--- src/rtl/display_page_sched.sv ---
// display_page_sched: pages four 16-bit debug sources onto a 4-digit
// seven-segment driver, converting each to BCD with a serial double-dabble.
module display_page_sched #(
    parameter int unsigned DWELL = 100_000_000
) (
    input  logic        CLK,
    input  logic        RST_N,
    input  logic [15:0] src0,
    input  logic [15:0] src1,
    input  logic [15:0] src2,
    input  logic [15:0] src3,
    input  logic [3:0]  src_en,
    input  logic        hold,
    input  logic        force_vld,
    input  logic [1:0]  force_sel,
    output logic [3:0]  dig0,
    output logic [3:0]  dig1,
    output logic [3:0]  dig2,
    output logic [3:0]  dig3,
    output logic [1:0]  page,
    output logic        ovf,
    output logic        upd
);

    localparam int unsigned CW = (DWELL > 1) ? $clog2(DWELL) : 1;

    typedef enum logic [1:0] {
        S_LOAD   = 2'd0,
        S_CONV   = 2'd1,
        S_COMMIT = 2'd2
    } state_t;

    state_t        r_state;
    state_t        w_state_nxt;

    logic [CW-1:0] r_dwell;
    logic [1:0]    r_page;
    logic [15:0]   r_bin;
    logic [19:0]   r_bcd;
    logic [3:0]    r_iter;
    logic          r_blank;
    logic [3:0]    r_dig0;
    logic [3:0]    r_dig1;
    logic [3:0]    r_dig2;
    logic [3:0]    r_dig3;
    logic          r_ovf;
    logic          r_upd;

    logic          w_expire;
    logic          w_any_en;
    logic          w_cur_off;
    logic [1:0]    w_page_nxt;
    logic [1:0]    w_load_page;
    logic [15:0]   w_src_sel;
    logic [19:0]   w_bcd_adj;

    // Closest enabled index after p (cyclic); p itself if no other is enabled.
    function automatic logic [1:0] next_en(input logic [1:0] p,
                                           input logic [3:0] en);
        logic [1:0] res;
        res = p;
        for (int k = 3; k >= 1; k--) begin
            if (en[p + 2'(k)]) begin
                res = p + 2'(k);
            end
        end
        return res;
    endfunction

    assign w_expire    = !hold && (r_dwell == CW'(DWELL - 1));
    assign w_any_en    = (src_en != 4'b0000);
    assign w_cur_off   = !src_en[r_page];
    assign w_page_nxt  = next_en(r_page, src_en);
    assign w_load_page = w_cur_off ? w_page_nxt : r_page;

    // Source mux for the page that LOAD will actually capture.
    always_comb begin
        w_src_sel = src0;
        case (w_load_page)
            2'd0:    w_src_sel = src0;
            2'd1:    w_src_sel = src1;
            2'd2:    w_src_sel = src2;
            default: w_src_sel = src3;
        endcase
    end

    // Double-dabble correction: add 3 to every BCD nibble that is 5 or more.
    always_comb begin
        w_bcd_adj = r_bcd;
        for (int i = 0; i < 5; i++) begin
            if (r_bcd[4*i +: 4] >= 4'd5) begin
                w_bcd_adj[4*i +: 4] = r_bcd[4*i +: 4] + 4'd3;
            end
        end
    end

    // FSM state register.
    always_ff @(posedge CLK or negedge RST_N) begin
        if (!RST_N) begin
            r_state <= S_LOAD;
        end else begin
            r_state <= w_state_nxt;
        end
    end

    // FSM next state; a forced page select restarts the loop at LOAD.
    always_comb begin
        w_state_nxt = r_state;
        if (force_vld) begin
            w_state_nxt = S_LOAD;
        end else begin
            case (r_state)
                S_LOAD:   w_state_nxt = S_CONV;
                S_CONV:   w_state_nxt = (r_iter == 4'd15) ? S_COMMIT : S_CONV;
                S_COMMIT: w_state_nxt = S_LOAD;
                default:  w_state_nxt = S_LOAD;
            endcase
        end
    end

    // Dwell counter: frozen by hold, cleared by a forced select.
    always_ff @(posedge CLK or negedge RST_N) begin
        if (!RST_N) begin
            r_dwell <= '0;
        end else if (force_vld) begin
            r_dwell <= '0;
        end else if (!hold) begin
            r_dwell <= w_expire ? '0 : r_dwell + CW'(1);
        end
    end

    // Page index: force wins, then dwell expiry, then skipping a disabled page.
    always_ff @(posedge CLK or negedge RST_N) begin
        if (!RST_N) begin
            r_page <= 2'd0;
        end else if (force_vld) begin
            r_page <= force_sel;
        end else if (w_expire) begin
            r_page <= w_page_nxt;
        end else if (r_state == S_LOAD && w_any_en && w_cur_off) begin
            r_page <= w_page_nxt;
        end
    end

    // Conversion datapath: capture at LOAD, shift 16 times in CONV.
    always_ff @(posedge CLK or negedge RST_N) begin
        if (!RST_N) begin
            r_bin   <= '0;
            r_bcd   <= '0;
            r_iter  <= '0;
            r_blank <= 1'b0;
        end else if (r_state == S_LOAD) begin
            r_bin   <= w_any_en ? w_src_sel : 16'd0;
            r_bcd   <= '0;
            r_iter  <= '0;
            r_blank <= !w_any_en;
        end else if (r_state == S_CONV) begin
            {r_bcd, r_bin} <= {w_bcd_adj[18:0], r_bin, 1'b0};
            r_iter         <= r_iter + 4'd1;
        end
    end

    // Output registers: only a completed, non-aborted conversion is shown.
    always_ff @(posedge CLK or negedge RST_N) begin
        if (!RST_N) begin
            r_dig0 <= 4'hF;
            r_dig1 <= 4'hF;
            r_dig2 <= 4'hF;
            r_dig3 <= 4'hF;
            r_ovf  <= 1'b0;
            r_upd  <= 1'b0;
        end else begin
            r_upd <= 1'b0;
            if (r_state == S_COMMIT && !force_vld) begin
                r_dig0 <= r_blank ? 4'hF : r_bcd[15:12];
                r_dig1 <= r_blank ? 4'hF : r_bcd[11:8];
                r_dig2 <= r_blank ? 4'hF : r_bcd[7:4];
                r_dig3 <= r_blank ? 4'hF : r_bcd[3:0];
                r_ovf  <= !r_blank && (r_bcd[19:16] != 4'd0);
                r_upd  <= 1'b1;
            end
        end
    end

    assign dig0 = r_dig0;
    assign dig1 = r_dig1;
    assign dig2 = r_dig2;
    assign dig3 = r_dig3;
    assign page = r_page;
    assign ovf  = r_ovf;
    assign upd  = r_upd;

endmodule

--- config.mk ---
export PLATFORM = sky130hd
export DESIGN_NAME = display_page_sched
export DESIGN_NICKNAME = d
export VERILOG_FILES = /design/src/rtl/display_page_sched.sv
export SDC_FILE = /design/constraint.sdc
export NUM_CORES = 1
export LEC_CHECK = 0
export BUFFER_PORTS_ARGS = -buffer_cell sky130_fd_sc_hd__buf_2
export CELL_PAD_IN_SITES_DETAIL_PLACEMENT = 0
export CELL_PAD_IN_SITES_GLOBAL_PLACEMENT = 2
export CORE_UTILIZATION = 37
export DETAILED_ROUTE_END_ITERATION = 10
export GPL_TIMING_DRIVEN = 0
export PLACE_DENSITY = 0.86
export RECOVER_POWER = 25
export SYNTH_ARGS = -nofsm -noshare
export SYNTH_HDL_FRONTEND = slang
export SYNTH_SLANG_ARGS = --single-unit
--- constraint.sdc ---
create_clock -name CLK -period 3.95 [get_ports CLK]
set_input_delay 0.79 -clock CLK [delete_from_list [all_inputs] [get_ports CLK]]
set_output_delay 0.79 -clock CLK [all_outputs]
set_load 0.02 [all_outputs]
# [Word-level counts from Yosys, hierarchy flattened]
# Cells that the tools add are included.
[totals] output_inout_bits=20 mem_bits_rw=0 mem_count=0 regBits=90 wordCells=94 input_bits=74 latch_bits=0 mem_bits_ro=0
[classes] n_mux=39 n_mul=0 reduce_logical=16 magnitude_cmp=9 n_shift=0 n_bitwise=0 addsub=10 div_mod_pow=0 n_eq_ne=7
[op_table] operator="$mux W27" n=3
[op_table] operator="$mux W16" n=3
[op_table] operator="$pmux W16 S3" n=1
[op_table] operator="$mux W20" n=2
[op_table] operator="$mux W4" n=10
[op_table] operator="$add A27 B1 Y27 const B" n=1
[op_table] operator="$eq A27 B27 Y1 const B" n=1
[op_table] operator="$ge A4 B3 Y1 const B" n=5
[op_table] operator="$mux W2" n=9
[op_table] operator="$add A4 B2 Y4 const B" n=4
[op_table] operator="$lt A2 B3 Y1 const B" n=4
[op_table] operator="$bmux W1 S2" n=4
[op_table] operator="$reduce_bool A4 Y1" n=2
[op_table] operator="$logic_and A1 B1 Y1" n=5
[op_table] operator="$logic_not A1 Y1" n=5
[op_table] operator="$mux W1" n=5
[op_table] operator="$add A2 B2 Y2 const B" n=2
[op_table] operator="$add A4 B1 Y4 const B" n=1
[op_table] operator="$eq A2 B1 Y1 const B" n=2
[op_table] operator="$eq A2 B2 Y1 const B" n=2
[op_table] operator="$eq A4 B4 Y1 const B" n=1
[op_table] operator="$logic_not A2 Y1" n=2
[op_table] operator="$pmux W2 S2" n=1
[op_table] operator="$add A3 B2 Y3 const B" n=1
[op_table] operator="5 further kinds" n=5

# [Logic depth before layout (Yosys ltp)]
# Gate-level depths: netlist of the first run.
[depth] word_depth=11 depth_mapped=8 depth_no_buf=7

# [Worst setup path after synthesis of the first run]
# No wires, ideal clock.
[synth_path] kind="input port to flip-flop" startpoint="input src_en[1]" endpoint="register r_bin[12]" setup_ps=142 arrival_time_ps=2029 n_path_buf=3 t_required_ps=3808 path_slack_ps=1779 stages=8 path_cell_list="buf_2 > nor3b_1 > o22ai_1 > a2bb2oi_1 > nand2b_1 > clkbuf_1 > buf_2 > o221ai_1"
[synth_via] elab_chain_cells=10 word_cells_on_any_way=19 classes_between="2 x eq/ne; 15 x mux; 2 x reduce/logical"
[synth_rtl] element="start, declared" line="12" source="input logic [3:0] src_en,"
[synth_rtl] element="$bmux W1 S2" line="63" source="if (en[p + 2'(k)]) begin"
[synth_rtl] element="$mux W1 (not written as such)" line="63"
[synth_rtl] element="$mux W2 (3 in a row)" line="63"
[synth_rtl] element="$mux W2" line="74" source="assign w_load_page = w_cur_off ? w_page_nxt : r_page;"
[synth_rtl] element="$eq A2 B2 Y1 (tied with other cells)" line="79" source="case (w_load_page)"
[synth_rtl] element="$pmux W16 S3" line="79"
[synth_rtl] element="$mux W16 *" line="153" source="r_bin <= w_any_en ? w_src_sel : 16'd0;"
[synth_rtl] element="$mux W16 *" line="152" source="end else if (r_state == S_LOAD) begin"
[synth_rtl] element="end signal, assigned" line="153"
[synth_rtl] element="end signal, assigned" line="158" source="{r_bcd, r_bin} <= {w_bcd_adj[18:0], r_bin, 1'b0};"
[synth_rtl] element="end, declared" line="38" source="logic [15:0] r_bin;"
# Mark *: on every way between the ends. The rest lies on a longest branch, timed or not. The select of a mux whose other input is x is not followed.
# A chain may end at the register's enable or synchronous reset.

# [Worst setup path after layout of the first run]
[layout_path] startpoint="input force_vld" endpoint="register r_dig0[1], in the netlist dig0[1]"
[layout_via] elab_chain_cells=2
[layout_rtl] element="start, declared" line="14" source="input logic force_vld,"
[layout_rtl] element="$logic_not A1 Y1" line="174" source="if (r_state == S_COMMIT && !force_vld) begin"
[layout_rtl] element="$logic_and A1 B1 Y1" line="174"
[layout_rtl] element="end signal, assigned" line="175" source="r_dig0 <= r_blank ? 4'hF : r_bcd[15:12];"
[layout_rtl] element="end, declared" line="42" source="logic [3:0] r_dig0;"
# Every way passes these cells.

==> reports/summary.txt, run 1 <==
Worst R2R Start: r_state[0]
I/O Buffers: 92
Placed Area: 5720 um2
worst hold start: dig1[1]
Initial Util: 0.378
vias in the first global route: 4187
CTS resizes: 0
Peak VDD IR: 0.217 mV
Net Count, Synth: 611
CP Max Fanout: 10
GP Congestion: 0.792
hold path cells: 2
Post-CTS Setup Inserts: 0
hold_ws: 0.501 ns
most frequent cell after synthesis: nor2_1
Sw Ratio: 0.268
top cells by count, synth: nor2_1 (75), dfrtp_1 (74), nand2_1 (42)
nets: 715
fin crit share: 0.614
largest family of logic cells by synthesized area: simple AND/OR/NAND/NOR gates
Pwr Total: 2.19 mW
dpl hpwl: 8790 um
post-synthesis mux area share: 0.0707
worst path required time: 4.22 ns
Peak Freq: 413 MHz
critical setup path kind: input port to flop
DRT iter0 DRCs: 253
GR met2 Demand/Resource: 0.294
Hold Vio Cnt, Final: 0
Leak Pwr: 2.67 nW
CP arrival: 2.69 ns
Hold Path Class: flop to flop
routing usage on met3: 0.0439
setup_tns: 0 ns
area of the multi-input gates: 2510 um2
Overflow after GRT: 0
worst r2r dst: dig0[1]
met1 usage: 0.247
sw power: 0.586 mW
Die Width: 118 um
ys flop type: dfrtp_1
initial antenna violation count: 0
Num CTS Buffers: 9
# hold bufs at CTS: 0
slew margin rel.: 0.155
Internal Power: 1.60 mW
first-pass GRT wire length: 20500 um
R2R Setup Slk: 1.56 ns
largest net degree at the start of global routing: 71
Ant. Diodes: 0
ANT nets after route: 0
FP Rows: 42
Filler cells: 1323
area leader, netlist: dfrtp_1
Util after Layout: 0.454
I/O pins: 94
clock share of power: 0.393
Finished Cell Area: 6010 um2
Clock Tree Buf Depth: 2
combinational group share of total power: 0.145
sequential share of the synthesized area: 0.454
Syn-to-layout area delta: 20.0%
Critical Path End Type: flop
overall routing resource usage: 0.184
power per cell area: 364 nW/um2
Yosys top cell area share: 0.370
synth top area cells: dfrtp_1 (37%), dfstp_2 (8.4%), mux2i_1 (6.4%), nor2_1 (5.6%), xnor2_1 (4.0%)
fin crit period: 2.42 ns
flops & latches, synth: 90
# H-tree levels: 3
clk root buf: clkbuf_16
Reg power frac: 0.462
Register Area: 2270 um2
Hold EP: dig1[1]
most used routing layer: met2
status: completed
Initial DRT Pass Iterations: 4
worst-margin pin slew: 1.27 ns
Post-Syn Instances: 525
Reg2Reg Depth: 5
total routed wirelength: 12000 um
Worst-path clk slew: 0.06 ns
max_cap viols: 0
CORE AREA: 13200 um2
Slew Limit Fails: 0
layout cell share with drive strength beyond 1: 0.230
vias per cell: 5.28
ys async rst share: 1.00
YS warnings: 0
Die Y: 118 um
post-synthesis simple-gate area fraction: 0.187
routed length per placed instance: 14.9 um
synthesized area: 5010 um2
later-pin clock latency in the skew report: 0.35 ns
Final setup viols: 0
adder-cell share of the synthesized area: 0.0300
vias: 4275
CTS tree: yes
Setup crit start kind: input port
Compound-Gate Fraction of Synth Area: 0.162
Synth Area in XOR/XNOR: 0.0525
Post-route DRC: 0
EDFF count, synth: 0
# clock sinks: 90
RSZ-0062 raised after global routing: false
Setup Skew: 0.00604 ns
die footprint: 14000 um2
Yosys cell types: 55
Avg Synthesized Cell Area: 9.54 um2
-- state kept, by name, indices dropped and copies added (netlist names) --
signal	count
dig1	4
upd	1
r_bin	16
r_dwell	27
dig3	4
dig2	4
r_bcd	20
r_state	2
dig0	4
ovf	1
r_blank	1
page	2
r_iter	4
-- cell usage in the layout (no fill, tap or decap), types with 3 or more instances in the layout --
master | netlist | final
dfstp_2 | 16 | 16
nand2_1 | 42 | 42
buf_2 | 7 | 98
and4_1 | 4 | 4
nor2_1 | 75 | 75
xor2_1 | 7 | 7
nand3_1 | 6 | 6
o31ai_1 | 6 | 6
clkbuf_1 | 16 | 17
a21oi_1 | 32 | 32
nor3b_1 | 4 | 4
nand2b_1 | 13 | 13
ha_1 | 12 | 12
o21ai_0 | 25 | 25
mux2i_1 | 32 | 32
inv_1 | 20 | 20
clkbuf_16 | 0 | 10
a22o_1 | 12 | 12
nand4_1 | 7 | 7
a22oi_1 | 15 | 15
xnor2_1 | 23 | 23
inv_4 | 0 | 3
buf_4 | 3 | 3
clkbuf_8 | 2 | 3
dfrtp_1 | 74 | 74
nor2b_1 | 6 | 6
nor3_1 | 10 | 10
nor4_1 | 5 | 5
o221ai_1 | 16 | 16
-- metrics by stage --
step | worst slack, ns | instances
6_report | 1.53 | 810
4_1_cts | 1.54 | 810
2_1_floorplan | 1.78 | 525
5_1_grt | 1.33 | 810
3_5_place_dp | 1.19 | 794
3_3_place_gp | 1.20 | 793
-- worst max-delay path by stage --
stage                     startpoint   endpoint  slack (ns)  cells past startpoint
after floorplan            src_en[1]  r_bin[12]        1.78                      8
after detailed placement   force_vld    dig0[1]        1.19                      6
final                      force_vld    dig0[1]        1.53                      6
after CTS                  force_vld    dig0[1]        1.54                      6
after global placement         RST_N   r_bin[9]        1.20                      1
after global routing      r_state[0]    dig0[1]        1.33                      5
-- power groups by stage --
stage	registers [mW]	clock network (mW)	logic, mW
global route	1.02	0.926	0.357
global placement	1.02	0	0.315
floorplan	1.02	0	0.209
finish	1.01	0.860	0.318
detailed placement	1.03	0	0.324
CTS	1.01	0.884	0.324
-- worst max-delay path: stages --
cell      delay [ns]
buf_2           0.12
clkbuf_8        0.16
nor3b_1         0.93
clkbuf_1        0.44
nor2_1          0.10
a21oi_1         0.15
-- cells by family (layout without fill, tap and decap cells) --
family	after synthesis	count (layout)
multiplexers	34	34
XOR/XNOR	30	30
AO/OA/AOI/OAI	121	121
buffers and inverters	48	157
adder cells (fa/ha/maj)	12	12
AND/OR/NAND/NOR	190	190
flip-flops	90	90
-- routing by layer --
metal	wire length (um)	share of wire	vias to the layer above
met3	412	0.034	6
li1	-	-	2082
met2	5820	0.48	85
met4	131	0.011	0
met1	5680	0.47	2102
met5	0	0	-
-- cell type report --
class	instances	share of cell area
Multi-Input combinational cell	387	0.418
Sequential cell	90	0.378
Timing Repair Buffer	93	0.0810
Clock buffer	11	0.0439
Tap cell	176	0.0366
Buffer	28	0.0242
Inverter	20	0.0125
Clock inverter	5	0.00541
Power figures use the tool's default switching activity.
==> run 2: changes to the inputs <==
--- a/config.mk
+++ b/config.mk
@@ -8,10 +8,10 @@
 export BUFFER_PORTS_ARGS = -buffer_cell sky130_fd_sc_hd__buf_2
 export CELL_PAD_IN_SITES_DETAIL_PLACEMENT = 0
 export CELL_PAD_IN_SITES_GLOBAL_PLACEMENT = 2
-export CORE_UTILIZATION = 37
+export CORE_UTILIZATION = 34
 export DETAILED_ROUTE_END_ITERATION = 10
 export GPL_TIMING_DRIVEN = 0
-export PLACE_DENSITY = 0.86
+export PLACE_DENSITY = 0.8
 export RECOVER_POWER = 25
 export SYNTH_ARGS = -nofsm -noshare
 export SYNTH_HDL_FRONTEND = slang
==> constraint.sdc (replaced) <==
create_clock -name CLK -period 2.35 [get_ports CLK]
set_input_delay 0.47 -clock CLK [delete_from_list [all_inputs] [get_ports CLK]]
set_output_delay 0.47 -clock CLK [all_outputs]
set_load 0.02 [all_outputs]
==> reports/summary.txt, run 2 (synthesized netlist as in run 1, its figures left out) <==
max_cap viols: 0 (unchanged)
overall routing resource usage: 0.175 (was 0.184)
Post-CTS Setup Inserts: 0 (unchanged)
Ant. Diodes: 0 (unchanged)
crit path cell chain: ha_1 > and3_1 > nand4_1 > nor4_2 > nor3b_1 > a221o_1 (was buf_2 > clkbuf_8 > nor3b_1 > clkbuf_1 > nor2_1 > a21oi_1)
first-pass GRT wire length: 20600 um (was 20500 um)
routed length on met1: 5960 um (was 5680 um)
Highest Signal Layer: met4 (unchanged)
Initial DRT Pass Iterations: 4 (unchanged)
Register Area: 2270 um2 (unchanged)
I/O Buffers: 92 (unchanged)
Die Y: 123 um (was 118 um)
# hold bufs at CTS: 0 (unchanged)
CTS tree: yes (unchanged)
crit path from: r_dwell[0] (was force_vld)
Crit-path slowest cell: nand4_1 (was nor3b_1)
met3 WL: 461 um (was 412 um)
DRT iter0 DRCs: 243 (was 253)
Worst-path clk slew: 0.06 ns (about the same)
Hold Path Class: input port to flop (was flop to flop)
Syn-to-layout area delta: 20.3% (was 20.0%)
# clock sinks: 90 (unchanged)
power per cell area: 616 nW/um2 (was 364 nW/um2)
status: completed (unchanged)
FP Rows: 43 (was 42)
vias per cell: 5.20 (was 5.28)
worst path required time: 2.58 ns (was 4.22 ns)
nets: 715 (unchanged)
fin crit share: 0.915
placed cell count: 798 (was 794)
routed length per placed instance: 15.1 um (was 14.9 um)
Overflow after GRT: 0 (unchanged)
dpl hpwl: 8790 um (about the same)
# H-tree levels: 3 (unchanged)
Largest regs: r_dwell (27), r_bcd (20), r_bin (16) (unchanged)
Worst R2R Start: r_dwell[0] (was r_state[0])
Setup Skew: 0.00791 ns (was 0.00604 ns)
vias in the first global route: 4163 (was 4187)
GP Congestion: 0.815 (was 0.792)
critical setup path kind: flop to flop (was input port to flop)
Num CTS Buffers: 9 (unchanged)
Largest Register: r_dwell (unchanged)
total routed wirelength: 12300 um (was 12000 um)
Slew Limit Fails: 0 (unchanged)
most frequent cells in the layout: buf_2 (98), nor2_1 (75), dfrtp_1 (74), nand2_1 (42) (unchanged)
die footprint: 15200 um2 (was 14000 um2)
hold_ws: 0.429 ns (was 0.501 ns)
Critical Path End Type: flop (unchanged)
Clock Tree Buf Depth: 2 (unchanged)
later-pin clock latency in the skew report: 0.35 ns (about the same)
Filler cells: 1387 (was 1323)
Hold Vio Cnt, Final: 0 (unchanged)
initial antenna violation count: 0 (unchanged)
Leak Pwr: 2.67 nW (about the same)
clk root buf: clkbuf_16 (unchanged)
worst r2r dst: r_dwell[26] (was dig0[1])
vias: 4236 (was 4275)
CP endpoint: r_dwell[26] (was dig0[1])
Post-route DRC: 0 (unchanged)
slew margin rel.: 0.0406 (was 0.155)
dpl ws: -0.0815 ns (was 1.19 ns)
PnR worst setup slack: 0.199 ns (was 1.53 ns)
Peak Freq: 465 MHz
Initial Util: 0.355 (was 0.378)
R2R Setup Slk: 0.20 ns (was 1.56 ns)
RSZ-0062 raised after global routing: false (unchanged)
Final setup viols: 0 (unchanged)
layout cell share with drive strength beyond 1: 0.230 (unchanged)
final non-filler cell total: 814 (was 810)
Finished Cell Area: 6020 um2 (was 6010 um2)
ANT nets after route: 0 (unchanged)
fin crit period: 2.15 ns
met2 wire len: 5750 um (was 5820 um)
CP arrival: 2.38 ns (was 2.69 ns)
CORE AREA: 14100 um2 (was 13200 um2)
Peak VDD IR: 0.311 mV (was 0.217 mV)
most common cell after layout, fill and taps aside: buf_2 (unchanged)
Setup crit start kind: flop (was input port)
max FFs per register: 27 (unchanged)
Placed Area: 5720 um2 (about the same)
Reg2Reg Depth: 6 (was 5)
largest net degree at the start of global routing: 67 (was 71)
CP Max Fanout: 10 (unchanged)
worst-margin pin slew: 1.44 ns (was 1.27 ns)
area of the multi-input gates: 2520 um2 (was 2510 um2)
max incr delay on CP: 0.47 ns (was 0.93 ns)
I/O pins: 94 (unchanged)
Die Width: 123 um (was 118 um)
==> run 2: repair_timing <==
action / CTS / global route
gates resized for setup: 1 / 1
cloned: 0 / 0
pin swaps: 0 / 0
endpoints found under the setup margin: 10 / 1
==> run 2: layout make-up <==
class                   count  share of cell area
multi-input cells         387               0.419
flip-flops and latches     90               0.377
repair buffers             93              0.0808
clock buffers              12              0.0409
well taps                 180              0.0374
plain buffers              28              0.0241
inverters                  20              0.0125
clock inverters             4             0.00810
==> run 2: how the worst min path moves through the flow <==
| stage | from | end | slack (ns) | cells after the start |
|---|---|---|---|---|
| final | hold | r_dwell[1] | 0.43 | 3 |
| after global routing | hold | r_dwell[0] | 0.43 | 3 |
| after CTS | RST_N | upd | 0.03 | 1 |
| after detailed placement | RST_N | upd | 0.41 | 1 |
| after global placement | ovf | ovf | 0.49 | 1 |
| after floorplan | RST_N | ovf | 0.17 | 0 |
==> run 2: critical path: cells and delay by family (launching register included) <==
kind                     cells  cell delay [ns]
AND/OR/NAND/NOR              4             1.20
AO/OA/AOI/OAI                1             0.26
adder cells (fa/ha/maj)      1             0.18
flip-flops                   1             0.40
==> run 2: through the flow <==
stage	TNS (ns)	power, mW	util
CTS	0	3.77	0.427
finish	0	3.71	0.427
floorplan	0	2.06	-
global placement	-7.48	2.26	0.404
global route	0	3.89	0.427
detailed placement	-0.656	2.27	0.406
==> run 2: routing by layer <==
layer,up-vias,global-route usage
li1,2083,-
met1,2045,0.239
met2,96,0.273
met3,12,0.0401
met4,0,0.0535
met5,-,0
==> run 2: where the power goes <==
group	internal (mW)	switching [mW]
registers	1.63	0.0653
clock network	0.855	0.619
logic	0.248	0.293
total	2.74	0.977
==> run 3: changes to the inputs <==
--- a/config.mk
+++ b/config.mk
@@ -5,13 +5,14 @@
 export SDC_FILE = /design/constraint.sdc
 export NUM_CORES = 1
 export LEC_CHECK = 0
+export ABC_AREA = 1
 export BUFFER_PORTS_ARGS = -buffer_cell sky130_fd_sc_hd__buf_2
 export CELL_PAD_IN_SITES_DETAIL_PLACEMENT = 0
 export CELL_PAD_IN_SITES_GLOBAL_PLACEMENT = 2
-export CORE_UTILIZATION = 34
+export CORE_UTILIZATION = 33
 export DETAILED_ROUTE_END_ITERATION = 10
 export GPL_TIMING_DRIVEN = 0
-export PLACE_DENSITY = 0.8
+export PLACE_DENSITY = 0.81
 export RECOVER_POWER = 25
 export SYNTH_ARGS = -nofsm -noshare
 export SYNTH_HDL_FRONTEND = slang
==> reports/summary.txt, run 3 <==
status: completed (unchanged)
power per cell area: 1040 nW/um2 (was 616 nW/um2)
critical setup path kind: flop to flop (unchanged)
most common cell after layout, fill and taps aside: nand2_1 (was buf_2)
largest net degree at the start of global routing: 49 (was 67)
GP Congestion: 0.804 (was 0.815)
Reg2Reg Depth: 7 (was 6)
Compound-Gate Fraction of Synth Area: 0.142 (was 0.162)
YS warnings: 0 (unchanged)
Ant. Diodes: 0 (unchanged)
EDFF count, synth: 0 (unchanged)
Peak VDD IR: 0.683 mV (was 0.311 mV)
CP Max Fanout: 10 (unchanged)
post-synthesis simple-gate area fraction: 0.284 (was 0.187)
FP Rows: 46 (was 43)
Largest regs: r_dwell (27), r_bcd (20), r_bin (16) (unchanged)
# clock sinks: 90 (unchanged)
Die Width: 131 um (was 123 um)
sequential share of the synthesized area: 0.413 (was 0.454)
Avg Synthesized Cell Area: 7.90 um2 (was 9.54 um2)
synth top area cells: dfrtp_1 (34%), nand2_1 (9.9%), inv_1 (7.7%), dfstp_2 (7.6%), o21ai_0 (3.6%) (was dfrtp_1 (37%), dfstp_2 (8.4%), mux2i_1 (6.4%), nor2_1 (5.6%), xnor2_1 (4.0%))
ANT nets after route: 0 (unchanged)
met2 wire len: 6340 um (was 5750 um)
Overflow after GRT: 0 (unchanged)
dpl hpwl: 11000 um (was 8790 um)
I/O pins: 94 (unchanged)
overall routing resource usage: 0.172 (was 0.175)
Pwr Total: 6.87 mW (was 3.71 mW)
# hold bufs at CTS: 0 (unchanged)
Critical Path End Type: flop (unchanged)
crit path from: r_state[1] (was r_dwell[0])
Synth Area in XOR/XNOR: 0.0223 (was 0.0525)
Filler cells: 1738 (was 1387)
routed length on met1: 6890 um (was 5960 um)
I/O Buffers: 93 (was 92)
layout cell share with drive strength beyond 1: 0.229 (was 0.230)
max_cap viols: 0 (unchanged)
Finished Cell Area: 6580 um2 (was 6020 um2)
synthesized area: 5510 um2 (was 5010 um2)
first-pass GRT wire length: 24100 um (was 20600 um)
routed length per placed instance: 13.9 um (was 15.1 um)
Largest Register: r_dwell (unchanged)
max FFs per register: 27 (unchanged)
flops & latches, synth: 90 (unchanged)
met3 WL: 846 um (was 461 um)
Final setup viols: 0 (unchanged)
total routed wirelength: 14300 um (was 12300 um)
CTS resizes: 0 (was 1)
Util after Layout: 0.408 (was 0.427)
Peak Freq: 479 MHz (was 465 MHz)
Setup Skew: 0.00716 ns (was 0.00791 ns)
Net Count, Synth: 783 (was 611)
Yosys top cell area share: 0.336 (was 0.370)
Worst R2R Start: r_state[1] (was r_dwell[0])
Post-route DRC: 0 (unchanged)
Syn-to-layout area delta: 19.4% (was 20.3%)
post-synthesis mux area share: 0 (was 0.0707)
top cells by count, synth: nand2_1 (145), inv_1 (113), dfrtp_1 (74) (was nor2_1 (75), dfrtp_1 (74), nand2_1 (42))
CTS tree: yes (unchanged)
RSZ-0062 raised after global routing: false (unchanged)
Leak Pwr: 3.14 nW (was 2.67 nW)
vias: 4924 (was 4236)
slew margin rel.: 0.227 (was 0.0406)
die footprint: 17200 um2 (was 15200 um2)
CP endpoint: dig2[1] (was r_dwell[26])
Initial DRT Pass Iterations: 4 (unchanged)
vias per cell: 4.81 (was 5.20)
Yosys cell types: 45 (was 55)
Post-CTS Setup Inserts: 0 (unchanged)
most frequent cell after synthesis: nand2_1 (was nor2_1)
Initial Util: 0.342 (was 0.355)
Clock Tree Buf Depth: 2 (unchanged)
worst path required time: 2.61 ns (was 2.58 ns)
Placed Area: 6270 um2 (was 5720 um2)
Worst-path clk slew: 0.06 ns (about the same)
CORE AREA: 16100 um2 (was 14100 um2)
ys flop type: dfrtp_1 (unchanged)
Register Area: 2270 um2 (unchanged)
fin crit share: 0.889 (was 0.915)
DRT iter0 DRCs: 250 (was 243)
Setup crit start kind: flop (unchanged)
Hold Path Class: input port to async pin (was input port to flop)
Slew Limit Fails: 0 (unchanged)
later-pin clock latency in the skew report: 0.34 ns (was 0.35 ns)
area leader, netlist: dfrtp_1 (unchanged)
worst-margin pin slew: 1.16 ns (was 1.44 ns)
# H-tree levels: 3 (unchanged)
R2R Setup Slk: 0.26 ns (was 0.20 ns)
ys async rst share: 1.00 (unchanged)
Hold Vio Cnt, Final: 0 (unchanged)
most frequent cells in the layout: nand2_1 (145), inv_1 (113), buf_2 (101), dfrtp_1 (74) (was buf_2 (98), nor2_1 (75), dfrtp_1 (74), nand2_1 (42))
largest family of logic cells by synthesized area: simple AND/OR/NAND/NOR gates (unchanged)
initial antenna violation count: 0 (unchanged)
nets: 888 (was 715)
fin crit period: 2.09 ns (was 2.15 ns)
Num CTS Buffers: 9 (unchanged)
Highest Signal Layer: met4 (unchanged)
vias in the first global route: 4858 (was 4163)
Post-Syn Instances: 697 (was 525)
CP arrival: 2.35 ns (was 2.38 ns)
worst r2r dst: dig2[1] (was r_dwell[26])
area of the multi-input gates: 2620 um2 (was 2520 um2)
adder-cell share of the synthesized area: 0.0273 (was 0.0300)
clk root buf: clkbuf_16 (unchanged)
Die Y: 131 um (was 123 um)
[run 3: cell count changes after synthesis, moves of 24 or more]
cell	previous run	this run
nand2_1	42	145
mux2i_1	32	0
nor2_1	75	40
nand3_1	6	30
inv_1	20	113
o22ai_1	1	25
[run 3: worst min path at each step]
stage          cells after the start          end
2_1_floorplan                      0          ovf
3_3_place_gp                       1    r_iter[3]
3_5_place_dp                       2          ovf
4_1_cts                            1    r_bcd[15]
5_1_grt                            2  r_dwell[23]
6_report                           1    r_bcd[14]
[run 3: layout make-up]
type / count / area share
plain buffers: 25 / 0.0243
clock buffers: 13 / 0.0396
inverters: 121 / 0.0698
flip-flops and latches: 90 / 0.345
multi-input cells: 461 / 0.399
well taps: 216 / 0.0411
repair buffers: 94 / 0.0749
clock inverters: 3 / 0.00609
[run 3: through the flow]
stage | hold slack (ns) | setup TNS [ns] | worst slack (ns) | instances
floorplan | 0.174 | 0 | 0.490 | 697
global placement | 0.459 | -3.78 | -0.0578 | 1006
detailed placement | 0.461 | 0 | 0.101 | 1007
CTS | 0.153 | 0 | 0.220 | 1023
global route | 0.389 | 0 | 0.0462 | 1023
finish | 0.347 | 0 | 0.261 | 1023
[run 3: power by group]
part / internal, mW / switching [mW] / total, mW
sequential: 1.78 / 0.0959 / 1.88
clock: 0.880 / 0.591 / 1.47
combinational: 1.28 / 2.24 / 3.52
total: 3.95 / 2.92 / 6.87
[run 3: logic make-up after synthesis]
group | count (synthesis)
AO/OA/AOI/OAI | 126
XOR/XNOR | 14
adder cells (fa/ha/maj) | 12
buffers and inverters | 146
flip-flops | 90
AND/OR/NAND/NOR | 309
[run 3: critical path: stages (launching register included)]
cell and delay [ns]:
dfrtp_1 0.32, buf_2 0.19, inv_1 0.08, nor3_2 0.51, inv_1 0.19, nor2_2 0.35
buf_2 0.29, a2bb2oi_1 0.09
[run 3: metal layers]
layer / vias up / track usage
li1: 2503 / -
met1: 2274 / 0.238
met2: 134 / 0.271
met3: 13 / 0.0316
met4: 0 / 0.0497
met5: - / 0
